===== src/rtl/lcd_pkg.sv =====
// Shared FSM encoding and command bytes for the LCD text sequencer.
package lcd_pkg;

  typedef enum logic [2:0] {
    IDLE,
    CLR,
    ADDR1,
    LINE1,
    ADDR2,
    LINE2,
    DONE
  } lcd_state_e;

  localparam logic [7:0] CMD_CLEAR  = 8'h01;
  localparam logic [7:0] CMD_LINE1  = 8'h80;
  localparam logic [7:0] CMD_LINE2  = 8'hC0;
  localparam logic [7:0] CHAR_BLANK = 8'h20;

  function automatic logic is_char_state(input lcd_state_e s);
    return (s == LINE1) || (s == LINE2);
  endfunction

endpackage


===== src/rtl/lcd_text_ram.sv =====
// 2*COLS x 8 character frame buffer: one write port, one combinational read port,
// synchronous active-low reset fills every entry with BLANK.
module lcd_text_ram
  import lcd_pkg::*;
#(
  parameter int         COLS  = 16,
  parameter logic [7:0] BLANK = CHAR_BLANK,
  localparam int        DEPTH = 2 * COLS,
  localparam int        AW    = (DEPTH > 1) ? $clog2(DEPTH) : 1
) (
  input  logic          clk_i,
  input  logic          rst_ni,
  input  logic          wr_en_i,
  input  logic [AW-1:0] wr_addr_i,
  input  logic [7:0]    wr_data_i,
  input  logic [AW-1:0] rd_addr_i,
  output logic [7:0]    rd_data_o
);

  logic [7:0] mem_q [DEPTH];

  always_ff @(posedge clk_i) begin
    if (!rst_ni) begin
      for (int i = 0; i < DEPTH; i++) begin
        mem_q[i] <= BLANK;
      end
    end else if (wr_en_i && (int'(wr_addr_i) < DEPTH)) begin
      mem_q[wr_addr_i] <= wr_data_i;
    end
  end

  assign rd_data_o = mem_q[rd_addr_i];

endmodule


===== src/rtl/lcd_text_sequencer.sv =====
// Streams an optional clear, the two line-address commands and the 2xCOLS frame
// buffer to the LCD write engine over a valid/ready byte handshake.
module lcd_text_sequencer
  import lcd_pkg::*;
#(
  parameter int         COLS        = 16,
  parameter logic [7:0] LINE1_CMD   = CMD_LINE1,
  parameter logic [7:0] LINE2_CMD   = CMD_LINE2,
  parameter bit         CLEAR_FIRST = 1'b0,
  parameter logic [7:0] BLANK       = CHAR_BLANK
) (
  input  logic       clk,
  input  logic       reset,
  input  logic       wr_en,
  input  logic [4:0] wr_addr,
  input  logic [7:0] wr_char,
  input  logic       refresh,
  output logic       busy,
  output logic       done,
  output logic       out_valid,
  output logic [7:0] out_byte,
  output logic       out_rs,
  input  logic       out_ready
);

  localparam int            DEPTH       = 2 * COLS;
  localparam int            AW          = (DEPTH > 1) ? $clog2(DEPTH) : 1;
  localparam int            IW          = (COLS > 1) ? $clog2(COLS) : 1;
  localparam logic [IW-1:0] LAST_IDX    = IW'(COLS - 1);
  localparam lcd_state_e    START_STATE = CLEAR_FIRST ? CLR : ADDR1;

  lcd_state_e    state_q, state_d;
  logic [IW-1:0] idx_q, idx_d;
  logic          pending_q, pending_d;
  logic          out_valid_q, out_valid_d;
  logic [7:0]    out_byte_q, out_byte_d;
  logic          out_rs_q, out_rs_d;
  logic          xfer, wr_ok, load;
  logic [AW-1:0] rd_addr;
  logic [7:0]    rd_data;

  assign wr_ok = wr_en && (int'(wr_addr) < DEPTH);
  assign xfer  = out_valid_q && out_ready;

  lcd_text_ram #(
    .COLS (COLS),
    .BLANK(BLANK)
  ) u_ram (
    .clk_i    (clk),
    .rst_ni   (reset),
    .wr_en_i  (wr_ok),
    .wr_addr_i(wr_addr[AW-1:0]),
    .wr_data_i(wr_char),
    .rd_addr_i(rd_addr),
    .rd_data_o(rd_data)
  );

  always_ff @(posedge clk) begin
    if (!reset) begin
      state_q     <= IDLE;
      idx_q       <= '0;
      pending_q   <= 1'b0;
      out_valid_q <= 1'b0;
      out_byte_q  <= 8'h00;
      out_rs_q    <= 1'b0;
    end else begin
      state_q   <= state_d;
      idx_q     <= idx_d;
      pending_q <= pending_d;
      // Presented byte only changes when the sequence position moves, so it holds through stalls.
      if (load) begin
        out_valid_q <= out_valid_d;
        out_byte_q  <= out_byte_d;
        out_rs_q    <= out_rs_d;
      end
    end
  end

  always_comb begin
    state_d   = state_q;
    idx_d     = idx_q;
    pending_d = pending_q;
    if (refresh && (state_q != IDLE)) pending_d = 1'b1;
    case (state_q)
      IDLE:  if (refresh) state_d = START_STATE;
      CLR:   if (xfer) state_d = ADDR1;
      ADDR1: if (xfer) begin
        state_d = LINE1;
        idx_d   = '0;
      end
      LINE1: if (xfer) begin
        if (idx_q == LAST_IDX) begin
          state_d = ADDR2;
          idx_d   = '0;
        end else begin
          idx_d = idx_q + IW'(1);
        end
      end
      ADDR2: if (xfer) begin
        state_d = LINE2;
        idx_d   = '0;
      end
      LINE2: if (xfer) begin
        if (idx_q == LAST_IDX) begin
          state_d = DONE;
          idx_d   = '0;
        end else begin
          idx_d = idx_q + IW'(1);
        end
      end
      // A refresh arriving in this cycle is already covered by the restart.
      DONE: begin
        pending_d = 1'b0;
        state_d   = (pending_q || refresh) ? START_STATE : IDLE;
      end
      default: state_d = IDLE;
    endcase
  end

  always_comb begin
    load        = (state_d != state_q) || (idx_d != idx_q);
    rd_addr     = (state_d == LINE2) ? AW'(COLS + int'(idx_d)) : AW'(idx_d);
    out_valid_d = (state_d != IDLE) && (state_d != DONE);
    out_rs_d    = is_char_state(state_d);
    out_byte_d  = 8'h00;
    case (state_d)
      CLR:   out_byte_d = CMD_CLEAR;
      ADDR1: out_byte_d = LINE1_CMD;
      ADDR2: out_byte_d = LINE2_CMD;
      // Forward a same-edge write so a not-yet-sent character goes out with its new value.
      LINE1, LINE2:
        out_byte_d = (wr_ok && (int'(wr_addr) == int'(rd_addr))) ? wr_char : rd_data;
      default: out_byte_d = 8'h00;
    endcase
    busy      = (state_q != IDLE);
    done      = (state_q == DONE);
    out_valid = out_valid_q;
    out_byte  = out_byte_q;
    out_rs    = out_rs_q;
  end

endmodule


===== config.mk =====
export PLATFORM = sky130hd
export DESIGN_NAME = lcd_text_sequencer
export DESIGN_NICKNAME = d
export VERILOG_FILES = /design/src/rtl/lcd_pkg.sv /design/src/rtl/lcd_text_ram.sv /design/src/rtl/lcd_text_sequencer.sv
export SDC_FILE = /design/constraint.sdc
export NUM_CORES = 1
export LEC_CHECK = 0
export CAP_MARGIN = 5
export CORE_UTILIZATION = 45
export DETAILED_ROUTE_END_ITERATION = 10
export PLACE_DENSITY = 0.59
export SYNTH_ARGS = -nofsm -noshare
export SYNTH_HDL_FRONTEND = slang
export SYNTH_SLANG_ARGS = --single-unit

===== constraint.sdc =====
create_clock -name clk -period 4.1 [get_ports clk]
set_input_delay 1.025 -clock clk [delete_from_list [all_inputs] [get_ports clk]]
set_output_delay 1.025 -clock clk [all_outputs]
set_load 0.05 [all_outputs]

; ---- Word-level counts from Yosys, hierarchy flattened
; Memory sizes are Yosys's and may differ from the RTL's.
; Index checks and enable logic that the tools add are counted.
[op_classes]
multipliers = 0
reduce_logical = 15
n_shift = 0
muxes = 24
addsub = 2
magnitude_cmp = 0
n_eq_ne = 16
div = 0
bitwise = 1
[ops]
columns = operator, count
row1 = case mux 8 bit (4 select lines), 1
row2 = 2-to-1 mux 3 bit, 8
row3 = case mux 3 bit (7 select lines), 1
row4 = 2-to-1 mux 8 bit, 2
row5 = "== test 3 bit, second input constant", 5
row6 = "== test 3 x 2 -> 1 bit, second input constant", 4
row7 = 2-to-1 mux 4 bit, 3
row8 = 2-to-1 mux 5 bit, 2
row9 = case mux 4 bit (2 select lines), 1
row10 = OR reduction 2 bit, 4
row11 = OR reduction 8 bit, 1
row12 = "== test 3 x 1 -> 1 bit, second input constant", 2
row13 = nonzero test 3 bit, 2
row14 = "adder 5 x 4 -> 5 bit, first input constant", 1
row15 = == test 5 bit, 1
row16 = 2-to-1 mux 1 bit, 5
row17 = "adder 4 x 1 -> 4 bit, second input constant", 1
row18 = "== test 4 bit, second input constant", 1
row19 = logical AND 1 bit, 4
row20 = != test 4 bit, 1
row21 = logical NOT 3 bit, 1
row22 = logical OR 1 bit, 3
row23 = != test 3 bit, 1
row24 = "!= test 3 bit, second input constant", 1
row25 = other kinds (2), 2
[totals]
ram_bits = 256
rom_bits = 0
output_inout_bits = 12
mem_count = 1
latchBits = 0
ff_bits = 18
input_bits = 18
word_cells = 65
[mem_list]
columns = memory, words, word_bits, read_ports, rd_ports_with_merged_regs, write_ports, line
row1 = u_ram.mem_q, 32, 8, 1, 0, 32, lcd_text_ram.sv:20  ; logic [7:0] mem_q [DEPTH];

; ---- Logic depth before layout (Yosys ltp)
[depth]
depth_word = 10
depth_mapped = 13
mapped_depth_nobuf = 9

; ---- Modules after synthesis
; Synthesis repeated with hierarchy kept, for this count alone.
[hier_totals]
cells_unflattened = 910
area_unflattened_um2 = 13075.0
[modules_own_cells]
columns = mod, instances, cells_each, seq_area_each_um2, area_per_inst_um2
row1 = lcd_text_ram, 1, 739, 7687.4, 11823.8
row2 = lcd_text_sequencer, 1, 171, 360.3, 1251.2

; ---- Least setup slack after synthesis
; Ideal clock, no wire load.
[synth_path]
kind = input -> register
start = input port out_ready
end = register out_byte_q[0] (netlist: out_byte[0])
arrival_time_ns = 3.140
stages = 10
setup_time_ns = 0.114
t_required_ns = 3.986
setup_slack_ns = 0.846
path_buffers = 2
path_cell_list = nand2_1 > clkbuf_1 > o41ai_4 > and2_1 > buf_4 > mux4_2 > mux2_2 > nand2_1 > nand4_1 > a21o_1
[synth_via]
elab_chain_len = 9
word_cells_on_any_way = 26
classes_between = add/sub: 1 / eq/ne: 8 / mux: 12 / reduce/logical: 4 / memory: 1
[synth_rtl]
columns = element, line
row1 = start: declaration, lcd_text_sequencer.sv:23  ; input logic out_ready
row2 = logical AND 1 bit *, lcd_text_sequencer.sv:43  ; assign xfer = out_valid_q && out_ready;
row3 = branches (longest 8 deep; another with memory read (32 x 8 bit)), -
row4 = end signal: assignment, lcd_text_sequencer.sv:73  ; out_byte_q <= out_byte_d;
row5 = end: declaration, lcd_text_sequencer.sv:36  ; logic [7:0] out_byte_q, out_byte_d;
; Mark *: on every way between the ends.
; A chain may end at the register's enable or synchronous reset.

; ---- Worst setup path in the final report
; Ends and elaborated chain as after synthesis.

==> qor.csv <==
stage,metric,value,unit
timing,final setup fails,0,
floorplan,row cnt,63,
timing,fin. max-slew vios,0,
cts,Max H-tree Level,1,
cts,Worst-Skew Late Latency,0.57,ns
timing,setup repair after global routing missed its margin,false,
global_route,first-pass GRT wire length,60400,um
timing,Least-Margin Pin Slew,0.899,ns
pwr,Overall Power,6320,uW
route,drt wl/cell,23.9,um
worst_setup_path,critical path's largest stage delay,0.56,ns
final_layout,nets,1286,
synthesis,"FFs w/ async S/R, synth",0,%
worst_setup_path,WP data arrival,3.92,ns
route,DR vias,9810,
pwr,P_int,4860,uW
worst_setup_path,Worst Path Required,4.54,ns
floorplan,I/O pins,30,
route,vias per cell,5.86,
timing,TNS Setup,0,ns
cts,# Post-CTS Setup Buffers,0,
floorplan,Die Height,176,um
timing,slew margin rel.,39.8,%
synthesis,"Seq/Total Area, Yosys",59.4,%
floorplan,die extent in x,176,um
route,first-pass iteration count of the detailed router,5,
route,post-route ant nets,0,
final_layout,antenna cells,0,
pwr,combinational share of power,8.1,%
route,first-iteration detailed-routing DRC count,1029,
pwr,leakage power,0.00573,uW
worst_setup_path,CP Class,in2reg,
synthesis,mean post-synth cell area,11.2,sq um
cts,Clock Sinks,274,
worst_setup_path,"delay-heaviest family, CP",compound AO/OA/AOI/OAI gates,
timing,Layout Skew,0.0256,ns
cts,Clock transition at path regs,0.06,ns
route,drc violations,0,
floorplan,initial core utilization,45.7,%
floorplan,Die Footprint,0.0308,sq mm
final_layout,fillers,2604,
status,status,finished clean,
synthesis,post-synthesis register bit count,274,
final_layout,fraction of layout cells with a size suffix above 1,12.5,%
synthesis,Mapped Area,0.0136,sq mm
synthesis,post-synth cell types,64,
job,max-cap violations,0,
place,RePlAce Congestion,0.883,
pwr,VDD IR-drop max,0.313,mV
pwr,Sequential Power Share,51.8,%
synthesis,syn nets,1233,
timing,Fin. Hold Viols,0,
worst_setup_path,critical-path cell list,clkdlybuf4s50_1 > nand2_1 > o41ai_4 > nand2_4 > buf_12 > a211oi_1 > a311oi_1 > o21ai_0 > nand4_1 > a21o_1,
worst_setup_path,kind of end point of the critical path,flip-flop,
global_route,global route overflow,0,
synthesis,Post-synth EDFFs,256,
cts,deepest clock path buffer count,3,
pwr,switching portion of total power,23.2,%
timing,period utilisation layout,84.8,%
cts,post-CTS sizing,0,
worst_setup_path,slowest CP cell,o41ai_4,
worst_setup_path,crit-path max FO,23,
global_route,number of antenna violations at the first check in global routing,1,
global_route,pin count of the biggest net entering global routing,39,
synthesis,Post-synth top flop,edfxtp_1,
timing,fin crit period,3.48,ns
place,Detail Placement HPWL,26800,um
pwr,Switch Pwr,1470,uW
cts,CTS tree,yes,
timing,FMAX,288,MHz
cts,CTS root buf,clkbuf_16,
route,routed wire length,40000,um
floorplan,Core Region,0.0296,sq mm
cts,cts bufs inserted,30,
pwr,clock power share,40.1,%
worst_setup_path,"Buf+Inv Stages, Crit Path",2,
cts,hold_buf cts,0,
pwr,Power Density,406,mW/mm^2
place,Port Buffer Count,29,
synthesis,synthesized instance count,1214,
hold_path,Tightest Hold Check Type,reg2reg,
synthesis,Synth Warn #,0,
final_layout,synthesis-to-finish area growth,14.9,%
global_route,gr usage total,26.4,%
worst_setup_path,crit path launch type,input pin,
global_route,vias in the first global route,9388,
synth_stat cells (6+ instances only):
| cell | instances | area share, % |
|---|---|---|
| o22ai_1 | 7 | 0.32 |
| a21oi_1 | 10 | 0.37 |
| dfxtp_1 | 18 | 2.7 |
| or3_1 | 36 | 1.7 |
| nand2_1 | 162 | 4.5 |
| a31oi_1 | 38 | 1.8 |
| a211oi_1 | 46 | 2.5 |
| nor2_1 | 51 | 1.4 |
| nand3_1 | 15 | 0.55 |
| o211ai_1 | 6 | 0.33 |
| o21ai_0 | 47 | 1.7 |
| edfxtp_1 | 256 | 57 |
| buf_2 | 23 | 0.85 |
| a22oi_1 | 10 | 0.55 |
| a311oi_1 | 6 | 0.39 |
| and2_1 | 230 | 11 |
| a22o_1 | 15 | 0.97 |
| mux2i_1 | 19 | 1.4 |
| clkbuf_1 | 71 | 2.0 |
| and3_1 | 52 | 2.4 |
area by class of cell:
cell class              count  area, sq um  share of cell area [%]
well taps                 390          488                    3.13
clock buffers              37          798                    5.13
inverters                   5         18.8                   0.121
repair buffers            122         1040                    6.66
clock inverters            11         98.8                   0.635
multi-input cells         834         5080                    32.6
flip-flops and latches    274         8050                    51.7
final timing paths:
check / start / endpoint / slack, ns / cells after the start
setup reg to reg: idx_q[1]$_SDFF_PN0_ / out_byte[0]$_SDFFE_PN0P_ / 0.85 / 10
hold reg to reg: pending_q$_SDFFE_PP0P_ / pending_q$_SDFFE_PP0P_ / 0.53 / 2
hold / removal: pending_q$_SDFFE_PP0P_ / pending_q$_SDFFE_PP0P_ / 0.53 / 2
setup / recovery: out_ready / out_byte[0]$_SDFFE_PN0P_ / 0.62 / 10
power groups by stage:
stage / clock, uW / sequential (uW) / combinational (uW)
after CTS: 2570 / 3270 / 510
after global placement: 0 / 3330 / 501
after detailed placement: 0 / 3330 / 508
final: 2530 / 3280 / 515
after global routing: 2660 / 3290 / 550
after floorplan: 0 / 3320 / 269
through the flow:
stage	std cells	setup WS [ns]	util, %	instance area [sq um]	hold slack (ns)
CTS	1673	0.651	52.5	15600	0.544
floorplan	1214	0.846	-	13600	0.488
global placement	1625	0.139	49.5	14700	0.504
finish	1673	0.624	52.5	15600	0.534
global route	1673	0.468	52.5	15600	0.577
detailed placement	1625	0.123	49.5	14700	0.535
layer usage:
metal | global-route usage, % | up-vias | part of all wire (%)
met2 | 41.3 | 397 | 45
met4 | 8.55 | 0 | 3.4
met5 | 0 | - | 0
met1 | 38.2 | 4810 | 45
li1 | - | 4524 | -
met3 | 3.29 | 79 | 6.7
sequential cells by signal, indices dropped and copies added, names as in the netlist:
signal       cells
out_byte         8
pending_q        1
state_q          3
u_ram.mem_q    256
out_rs           1
idx_q            4
out_valid        1
layout by cell type, fill, tap and decap left out, types with 6 or more instances in the layout:
master / instances
and3_1: 52
mux2i_1: 19
and2_1: 229
o21ai_0: 47
o211ai_1: 6
nor2_1: 51
clkdlybuf4s50_1: 26
nand3_1: 15
edfxtp_1: 256
dfxtp_1: 18
a22o_1: 15
a21oi_1: 10
a22oi_1: 10
a211oi_1: 46
clkbuf_1: 6
or3_1: 36
o22ai_1: 7
buf_4: 88
a31oi_1: 38
clkbuf_16: 31
nand2_1: 160
a311oi_1: 6
worst min-delay path, stage by stage (launching register included):
cell,delay (ns)
dfxtp_1,0.31
a21oi_1,0.12
nor3b_1,0.06
logic make-up (layout without fill, tap and decap cells):
group | after synthesis | in the layout | synth area share [%]
AOI/OAI and AO/OA | 219 | 219 | 11.4
xor gates and xnor gates | 5 | 5 | 0.379
adders and majority gates | 1 | 1 | 0.0923
buffers and inverters | 106 | 175 | 3.26
DFF | 274 | 274 | 59.4
muxes | 28 | 28 | 2.48
and+or+nand+nor | 581 | 581 | 23.0
No activity file was read; power rests on OpenSTA's default activity.
